File: src/rtl/fetch_unit_pipelined.sv
// Instruction-fetch stage: owns the PC, issues one read per cycle to a 1-cycle-latency
// instruction memory, and presents fetched words in an IF/ID register backed by a skid entry.
module fetch_unit_pipelined #(
  parameter int          B        = 32,
  parameter int          W        = 32,
  parameter logic [B-1:0] RESET_PC = '0,
  parameter int          PC_STEP  = 4
) (
  input  logic         clk,
  input  logic         reset,
  input  logic         redirect_en,
  input  logic [B-1:0] redirect_pc,
  input  logic         stall,
  output logic         imem_en,
  output logic [B-1:0] imem_addr,
  input  logic [W-1:0] imem_rdata,
  output logic         ifid_valid,
  output logic [W-1:0] ifid_instr,
  output logic [B-1:0] ifid_pc,
  output logic [B-1:0] ifid_pc_inc,
  output logic [B-1:0] pc_out
);

  localparam logic [B-1:0] STEP = B'(PC_STEP);

  logic [B-1:0] pc_reg,          pc_next;
  logic         rsp_pending_reg, rsp_pending_next;
  logic [B-1:0] rsp_pc_reg,      rsp_pc_next;
  logic         ifid_valid_reg,  ifid_valid_next;
  logic [W-1:0] ifid_instr_reg,  ifid_instr_next;
  logic [B-1:0] ifid_pc_reg,     ifid_pc_next;
  logic [B-1:0] ifid_pc_inc_reg, ifid_pc_inc_next;
  logic         skid_valid_reg,  skid_valid_next;
  logic [W-1:0] skid_instr_reg,  skid_instr_next;
  logic [B-1:0] skid_pc_reg,     skid_pc_next;

  logic issue;
  logic ifid_free;

  // Issue only when every word already in flight is guaranteed a slot.
  assign issue     = !redirect_en && !skid_valid_reg &&
                     !(ifid_valid_reg && stall && rsp_pending_reg);
  assign ifid_free = !ifid_valid_reg || !stall;

  always_comb begin
    pc_next          = pc_reg;
    rsp_pending_next = issue;
    rsp_pc_next      = rsp_pc_reg;
    ifid_valid_next  = ifid_valid_reg;
    ifid_instr_next  = ifid_instr_reg;
    ifid_pc_next     = ifid_pc_reg;
    ifid_pc_inc_next = ifid_pc_inc_reg;
    skid_valid_next  = skid_valid_reg;
    skid_instr_next  = skid_instr_reg;
    skid_pc_next     = skid_pc_reg;

    if (redirect_en) begin
      pc_next = redirect_pc;
    end else if (issue) begin
      pc_next     = pc_reg + STEP;
      rsp_pc_next = pc_reg;
    end

    if (redirect_en) begin
      ifid_valid_next = 1'b0;
      skid_valid_next = 1'b0;
    end else if (rsp_pending_reg) begin
      if (skid_valid_reg && ifid_free) begin
        ifid_valid_next  = 1'b1;
        ifid_instr_next  = skid_instr_reg;
        ifid_pc_next     = skid_pc_reg;
        ifid_pc_inc_next = skid_pc_reg + STEP;
        skid_valid_next  = 1'b1;
        skid_instr_next  = imem_rdata;
        skid_pc_next     = rsp_pc_reg;
      end else if (ifid_free) begin
        ifid_valid_next  = 1'b1;
        ifid_instr_next  = imem_rdata;
        ifid_pc_next     = rsp_pc_reg;
        ifid_pc_inc_next = rsp_pc_reg + STEP;
      end else begin
        skid_valid_next  = 1'b1;
        skid_instr_next  = imem_rdata;
        skid_pc_next     = rsp_pc_reg;
      end
    end else if (skid_valid_reg && ifid_free) begin
      ifid_valid_next  = 1'b1;
      ifid_instr_next  = skid_instr_reg;
      ifid_pc_next     = skid_pc_reg;
      ifid_pc_inc_next = skid_pc_reg + STEP;
      skid_valid_next  = 1'b0;
    end else if (ifid_valid_reg && !stall) begin
      ifid_valid_next = 1'b0;
    end
  end

  always_ff @(posedge clk or posedge reset) begin
    if (reset) begin
      pc_reg          <= RESET_PC;
      rsp_pending_reg <= 1'b0;
      rsp_pc_reg      <= '0;
      ifid_valid_reg  <= 1'b0;
      ifid_instr_reg  <= '0;
      ifid_pc_reg     <= '0;
      ifid_pc_inc_reg <= '0;
      skid_valid_reg  <= 1'b0;
      skid_instr_reg  <= '0;
      skid_pc_reg     <= '0;
    end else begin
      pc_reg          <= pc_next;
      rsp_pending_reg <= rsp_pending_next;
      rsp_pc_reg      <= rsp_pc_next;
      ifid_valid_reg  <= ifid_valid_next;
      ifid_instr_reg  <= ifid_instr_next;
      ifid_pc_reg     <= ifid_pc_next;
      ifid_pc_inc_reg <= ifid_pc_inc_next;
      skid_valid_reg  <= skid_valid_next;
      skid_instr_reg  <= skid_instr_next;
      skid_pc_reg     <= skid_pc_next;
    end
  end

  assign imem_en     = issue;
  assign imem_addr   = pc_reg;
  assign pc_out      = pc_reg;
  assign ifid_valid  = ifid_valid_reg;
  assign ifid_instr  = ifid_instr_reg;
  assign ifid_pc     = ifid_pc_reg;
  assign ifid_pc_inc = ifid_pc_inc_reg;

endmodule

File: config.mk
export PLATFORM = sky130hd
export DESIGN_NAME = fetch_unit_pipelined
export DESIGN_NICKNAME = d
export VERILOG_FILES = /design/src/rtl/fetch_unit_pipelined.sv
export SDC_FILE = /design/constraint.sdc
export NUM_CORES = 1
export LEC_CHECK = 0
export ABC_CLOCK_PERIOD_IN_PS = 22300
export BUFFER_PORTS_ARGS = -buffer_cell sky130_fd_sc_hd__clkbuf_2
export CORE_AREA = 2 2 170 172
export CTS_BUF_LIST = sky130_fd_sc_hd__clkbuf_16
export CTS_CLUSTER_DIAMETER = 30
export DETAILED_ROUTE_END_ITERATION = 12
export DIE_AREA = 0 0 172 174
export GPL_TIMING_DRIVEN = 0
export PLACE_DENSITY = 0.59
export SYNTH_ARGS = -nofsm -noshare
export SYNTH_HDL_FRONTEND = slang
export SYNTH_SLANG_ARGS = --single-unit
File: constraint.sdc
create_clock -name clk -period 22.3 [get_ports clk]
set_input_delay 4.46 -clock clk [delete_from_list [all_inputs] [get_ports clk]]
set_output_delay 4.46 -clock clk [all_outputs]
set_load 0.01 [all_outputs]
==> reports/results.tsv, run 1 <==
stage	metric	value	unit
setup_path	cp.required	17.84	ns
synth	synthArstFlopShare	1.000	
route	via_count	9370	
cts	clock_latency	0.55	ns
min_path	hold_path.class	reg2reg	
status	status	finished clean	
synth	synth_top_family_by_area	simple AND/OR/NAND/NOR gates	
setup_path	crit_buf_inv	4	
setup_path	worst_r2r_path_depth	5	
floorplan	die_w	172	um
setup_path	reg2reg_slack	19.53	ns
setup_path	worstPathArrival	6.23	ns
timing	relSlewSlack	0.2108	
setup_path	rr_endpoint	skid_pc_reg[14]	
finish	syn2layout_area_growth	30.56	%
cts	cts_tree	built	
floorplan	ios	230	
route	drtAntennaViolNets	0	
cts	cts_buffer_depth	3	
finish	layout.nets	1485	
floorplan	rows	62	
setup_path	worstPathMaxFanout	11	
synth	synth_xor_area_frac	0.05607	
floorplan	die_area	29930	um2
min_path	hold_end	ifid_pc_inc[14]	
cts	cts_root_buf	clkbuf_16	
timing	tightestPinTransition	1.175	ns
power	power_density	116.1	nW/um2
cts	h-tree-depth	2	
grt	antenna_found_initial	0	
cts	clk_pin_slew_worst_paths	0.04	ns
timing	final.setup_skew	0.02621	ns
cts	post_cts_buffers	0	
cts	cts.sinks	225	
synth	synth_fa_ha_area_frac	0.003384	
timing	slew_viol_final	0	
cts	cts-buffers-inserted	53	
finish	fill_cells	2643	
finish	drive_above_1_share	0.3177	
grt	grt_pass1_wl	49770	um
synth	synth-edff-count	0	
synth	synthCells	1129	
cts	cts_hold_buf	0	
synth	synth_simple_gate_area_frac	0.1852	
synth	synth_area	11090	um2
timing	setup_viol	0	
setup_path	cp-start-kind	input pin	
placed_design	dp_hpwl	22960	um
synth	syn-mean-instance-area	9.823	um2
grt	grt_usage	0.2111	
timing	hold_viol	0	
placed_design	io_buffer_count	229	
floorplan	start_util	0.3928	
floorplan	die_height	174	um
floorplan	core-area	28240	um2
route	drcViolationCount	0	
timing	period_minus_slack	10.69	ns
placed_design	gp_congestion	0.8454	
route	dr.first_iter.drc_count	650	
run	drv_cap	0	
synth	synthDistinctLibCells	50	
setup_path	path_class	in2out	
power	power	1681	uW
route	routedWlPerCell	17.18	um
synth	synth-compound-area-share	0.08800	
min_path	hp-start	ifid_pc_inc[14]	
setup_path	critPathTopFamily	buffers and inverters	
timing	rsz0062_at_grt	no	
grt	overflow	0	
timing	period_share	0.4796	
timing	fin_setup_tns	0	ns
synth	muxShareOfSynthArea	0.1055	
synth	ys_seq_elements	225	
grt	grt_pass1_vias	9331	
power	vdd_drop_max	0.06034	mV
route	wl	31580	um
min_path	whs_path_depth	2	
power	power_leakage	0.006547	uW
synth	syn_nets	1200	
finish	layout_commonest_cell	clkbuf_2	
route	viasPerCell	5.098	
grt	grt_max_degree	115	
route	drt-pass1-iter-count	5	
setup_path	max_stage_delay	0.61	ns
synth	synthFlopType	dfrtp_1	
setup_path	crit_chain	clkbuf_2 -> clkbuf_1 -> nor2_1 -> clkbuf_1 -> clkbuf_2	
synth	yosysSeqAreaShare	0.5077	
finish	mostFrequentLayoutCells	231 x clkbuf_2, 225 x dfrtp_1, 221 x nand2_1	
timing	max_freq	93.51	MHz
setup_path	slowest_stage	nor2_1	
setup_path	endpoint_kind	output pin	
setup_path	reg2reg_from	ifid_valid	
synth	yosys_warnings	0	
cts	postCtsResizedCells	0	
finish	antenna_cells	0	
==> worst min-delay path: stages, from the launching register on <==
cell,delay [ns]
dfrtp_1,0.34
nand2_1,0.04
o21ai_0,0.06
==> cell type report <==
cell class / count / area (um2) / area share
timing repair buffer: 230 / 1174 / 0.08105
multi-input combinational: 788 / 4860 / 0.3356
buffer: 103 / 551.8 / 0.03811
clock buffer: 54 / 1351 / 0.09332
sequential: 225 / 5630 / 0.3888
clock inverter: 41 / 376.6 / 0.02601
inverter: 13 / 56.30 / 0.003888
tap: 384 / 480.5 / 0.03318
==> power breakdown <==
group | internal (uW) | switching [uW] | total [uW]
registers | 513 | 102 | 615
logic | 156 | 176 | 331
clock network | 503 | 232 | 735
total | 1170 | 510 | 1680
==> stage by stage <==
stage               hold slack, ns  cells    util  instance area, um2  setup slack [ns]
CTS                         0.4841   1838  0.5128               14480             11.53
global route                0.5061   1838  0.5128               14480             11.41
finish                      0.4771   1838  0.5128               14480             11.61
floorplan                   0.4793   1129       -               11090             11.68
detailed placement          0.4749   1743  0.4516               12750             11.54
global placement            0.4638   1742  0.4504               12720             8.976
==> cells in the mapped netlist, types with 10 or more instances <==
master,n,area [um2]
nand3_1,39,195.2
a31oi_1,64,400.4
nor3_1,25,125.1
o21ai_0,51,255.2
nor4_1,16,100.1
inv_1,13,48.80
buf_4,34,255.2
xnor2_1,42,367.9
dfrtp_1,225,5630
and4_1,10,87.58
nor2_1,92,345.3
mux2i_1,10,100.1
and3_1,10,62.56
nand2_1,221,829.6
xor2_1,29,254.0
nand4_1,22,137.6
clkbuf_1,56,210.2
mux2_2,95,1070
==> metal layers <==
metal	track usage	wire, um	vias up	part of all wire
met2	0.3342	14220	312	0.45
met1	0.2870	14390	4491	0.46
li1	-	-	4508	-
met4	0.07143	865	0	0.027
met3	0.04577	2112	59	0.067
met5	0	0	-	0
==> logic make-up after synthesis <==
| family | Yosys count |
|---|---|
| muxes | 105 |
| adders and majority gates | 3 |
| buffers and inverters | 116 |
| and+or+nand+nor | 452 |
| AOI/OAI and AO/OA | 157 |
| DFF | 225 |
| xor gates and xnor gates | 71 |
==> how the worst max path moves through the flow <==
stage | startpoint | to | slack [ns] | depth (start not counted)
2_1_floorplan | reset | ifid_instr[0] | 11.68 | 1
3_3_place_gp | reset | imem_addr[24] | 8.98 | 2
3_5_place_dp | redirect_en | imem_en | 11.54 | 5
4_1_cts | redirect_en | imem_en | 11.53 | 5
5_1_grt | redirect_en | imem_en | 11.41 | 5
6_report | redirect_en | imem_en | 11.61 | 5
(Power assumes the default switching activity.)
==> run 2, diff against run 1 <==
--- a/config.mk
+++ b/config.mk
@@ -5,7 +5,7 @@
 export SDC_FILE = /design/constraint.sdc
 export NUM_CORES = 1
 export LEC_CHECK = 0
-export ABC_CLOCK_PERIOD_IN_PS = 22300
+export ABC_CLOCK_PERIOD_IN_PS = 9540
 export BUFFER_PORTS_ARGS = -buffer_cell sky130_fd_sc_hd__clkbuf_2
 export CORE_AREA = 2 2 170 172
 export CTS_BUF_LIST = sky130_fd_sc_hd__clkbuf_16
@@ -13,7 +13,7 @@
 export DETAILED_ROUTE_END_ITERATION = 12
 export DIE_AREA = 0 0 172 174
 export GPL_TIMING_DRIVEN = 0
-export PLACE_DENSITY = 0.59
+export PLACE_DENSITY = 0.61
 export SYNTH_ARGS = -nofsm -noshare
 export SYNTH_HDL_FRONTEND = slang
 export SYNTH_SLANG_ARGS = --single-unit
==> constraint.sdc (replaced) <==
create_clock -name clk -period 9.54 [get_ports clk]
set_input_delay 1.908 -clock clk [delete_from_list [all_inputs] [get_ports clk]]
set_output_delay 1.908 -clock clk [all_outputs]
set_load 0.01 [all_outputs]
==> reports/results.tsv, run 2 (same netlist as run 1, synthesis figures left out) <==
stage	metric	value	unit
timing	setup_viol	0	
setup_path	startpoint	redirect_en	
floorplan	die_height	174	um
timing	period_share	0.5888	
grt	grt_pass1_wl	50430	um
finish	fill_cells	2689	
timing	fin_setup_tns	0	ns
setup_path	slowest_stage	nor2_1	
finish	mostFrequentLayoutCells	231 x clkbuf_2, 225 x dfrtp_1, 221 x nand2_1	
route	drtAntennaViolNets	0	
grt	antenna_found_initial	0	
setup_path	reg2reg_from	ifid_valid	
setup_path	cp.required	7.63	ns
timing	hold_viol	0	
finish	layout_commonest_cell	clkbuf_2	
grt	grt_use_met3	0.04053	
power	vdd_drop_max	0.1474	mV
cts	cts_tree	built	
cts	cts-buffers-inserted	52	
cts	cts_root_buf	clkbuf_16	
setup_path	worstPathMaxFanout	11	
setup_path	crit_cells	5	
setup_path	max_stage_delay	0.62	ns
finish	drive_above_1_share	0.3242	
floorplan	die_area	29930	um2
setup_path	worstPathArrival	3.71	ns
setup_path	cp-start-kind	input pin	
run	drv_cap	0	
timing	period_minus_slack	5.617	ns
timing	max_freq	178.0	MHz
route	wl	31770	um
timing	rsz0062_at_grt	no	
setup_path	endpoint	imem_en	
route	dr.first_iter.drc_count	738	
cts	clock_latency	0.55	ns
timing	holdWs	0.4747	ns
route	drt-pass1-iter-count	5	
setup_path	critPathTopFamily	buffers and inverters	
floorplan	ios	230	
cts	clk_pin_slew_worst_paths	0.04	ns
status	status	finished clean	
power	power_leakage	0.006615	uW
setup_path	crit_chain	clkbuf_2 -> clkbuf_1 -> nor2_1 -> clkbuf_1 -> clkbuf_2	
setup_path	rr_endpoint	skid_pc_reg[12]	
placed_design	io_buffer_count	229	
grt	grt_busiest_layer	met2	
power	power_density	282.7	nW/um2
route	routedWlPerCell	17.27	um
grt	grt_max_degree	118	
timing	relSlewSlack	0.2987	
timing	tightestPinTransition	1.042	ns
cts	cts_buffer_depth	3	
finish	layout.nets	1484	
cts	cts.sinks	225	
min_path	hold_path.class	reg2reg	
setup_path	path_class	in2out	
grt	grt_use_met1	0.2917	
setup_path	crit_buf_inv	4	
floorplan	die_w	172	um
finish	antenna_cells	0	
grt	grt_usage	0.2125	
floorplan	rows	62	
cts	cts_hold_buf	0	
route	viasPerCell	5.093	
cts	h-tree-depth	2	
setup_path	worst_r2r_path_depth	5	
route	via_count	9371	
timing	slew_viol_final	0	
cts	postCtsResizedCells	0	
finish	syn2layout_area_growth	32.31	%
grt	met2_usage	0.3407	
setup_path	reg2reg_slack	6.72	ns
placed_design	gp_congestion	0.8800	
setup_path	endpoint_kind	output pin	
grt	overflow	0	
timing	final.setup_skew	0.01762	ns
route	drcViolationCount	0	
floorplan	core-area	28240	um2
placed_design	dp_hpwl	22870	um
cts	post_cts_buffers	0	
grt	grt_pass1_vias	9300	
floorplan	start_util	0.3928	
-- run 2: cell types whose count changed in the layout (fill, tap and decap cells not counted), sizes merged --
cell	before	now
bufinv	6	14
clkinv	18	15
clkinvlp	6	8
clkbuf	342	341
inv	24	20
-- run 2: tightest hold or removal path: stages, from the launching register on --
cell and delay [ns]:
dfrtp_1 0.33, nand2_1 0.05, o21ai_0 0.06
-- run 2: how the worst min path moves through the flow --
stage                                  from                end  slack (ns)  depth (start not counted)
after floorplan           skid_instr_reg[0]  skid_instr_reg[0]        0.48                          1
after global placement      ifid_pc_inc[12]    ifid_pc_inc[12]        0.46                          2
after detailed placement    ifid_pc_inc[30]    ifid_pc_inc[30]        0.47                          2
after CTS                    ifid_pc_inc[4]     ifid_pc_inc[4]        0.48                          2
after global routing         ifid_pc_inc[2]     ifid_pc_inc[2]        0.51                          2
final                        ifid_pc_inc[4]     ifid_pc_inc[4]        0.47                          2
-- run 2: cell type report --
| class | count | area (um2) | area share |
|---|---|---|---|
| sequential | 225 | 5630 | 0.3837 |
| multi-input combinational | 788 | 4860 | 0.3312 |
| clock buffer | 53 | 1326 | 0.09038 |
| timing repair buffer | 230 | 1174 | 0.07998 |
| clock inverter | 44 | 595.6 | 0.04059 |
| buffer | 103 | 551.8 | 0.03760 |
| tap | 384 | 480.5 | 0.03274 |
| inverter | 13 | 56.30 | 0.003837 |
-- run 2: routing by layer --
layer	routed length [um]	vias up	part of all wire
met3	2383	43	0.075
met2	14770	336	0.47
met4	552	0	0.017
li1	-	4490	-
met5	0	-	0
met1	14060	4502	0.44
-- run 2: stage by stage --
step	power, uW	cells	utilization	area [um2]	worst slack (ns)
detailed placement	2224	1743	0.4516	12750	3.921
global placement	2201	1742	0.4504	12720	-1.195
floorplan	1888	1129	-	11090	1.469
finish	4148	1840	0.5197	14670	3.923
CTS	4181	1840	0.5197	14670	3.886
global route	4344	1840	0.5197	14670	3.752
-- run 2: where the power goes --
part           switching [uW]  internal (uW)  leakage, uW
logic                     412            364      0.00297
clock network             555           1380     0.000937
registers                 238           1200      0.00271
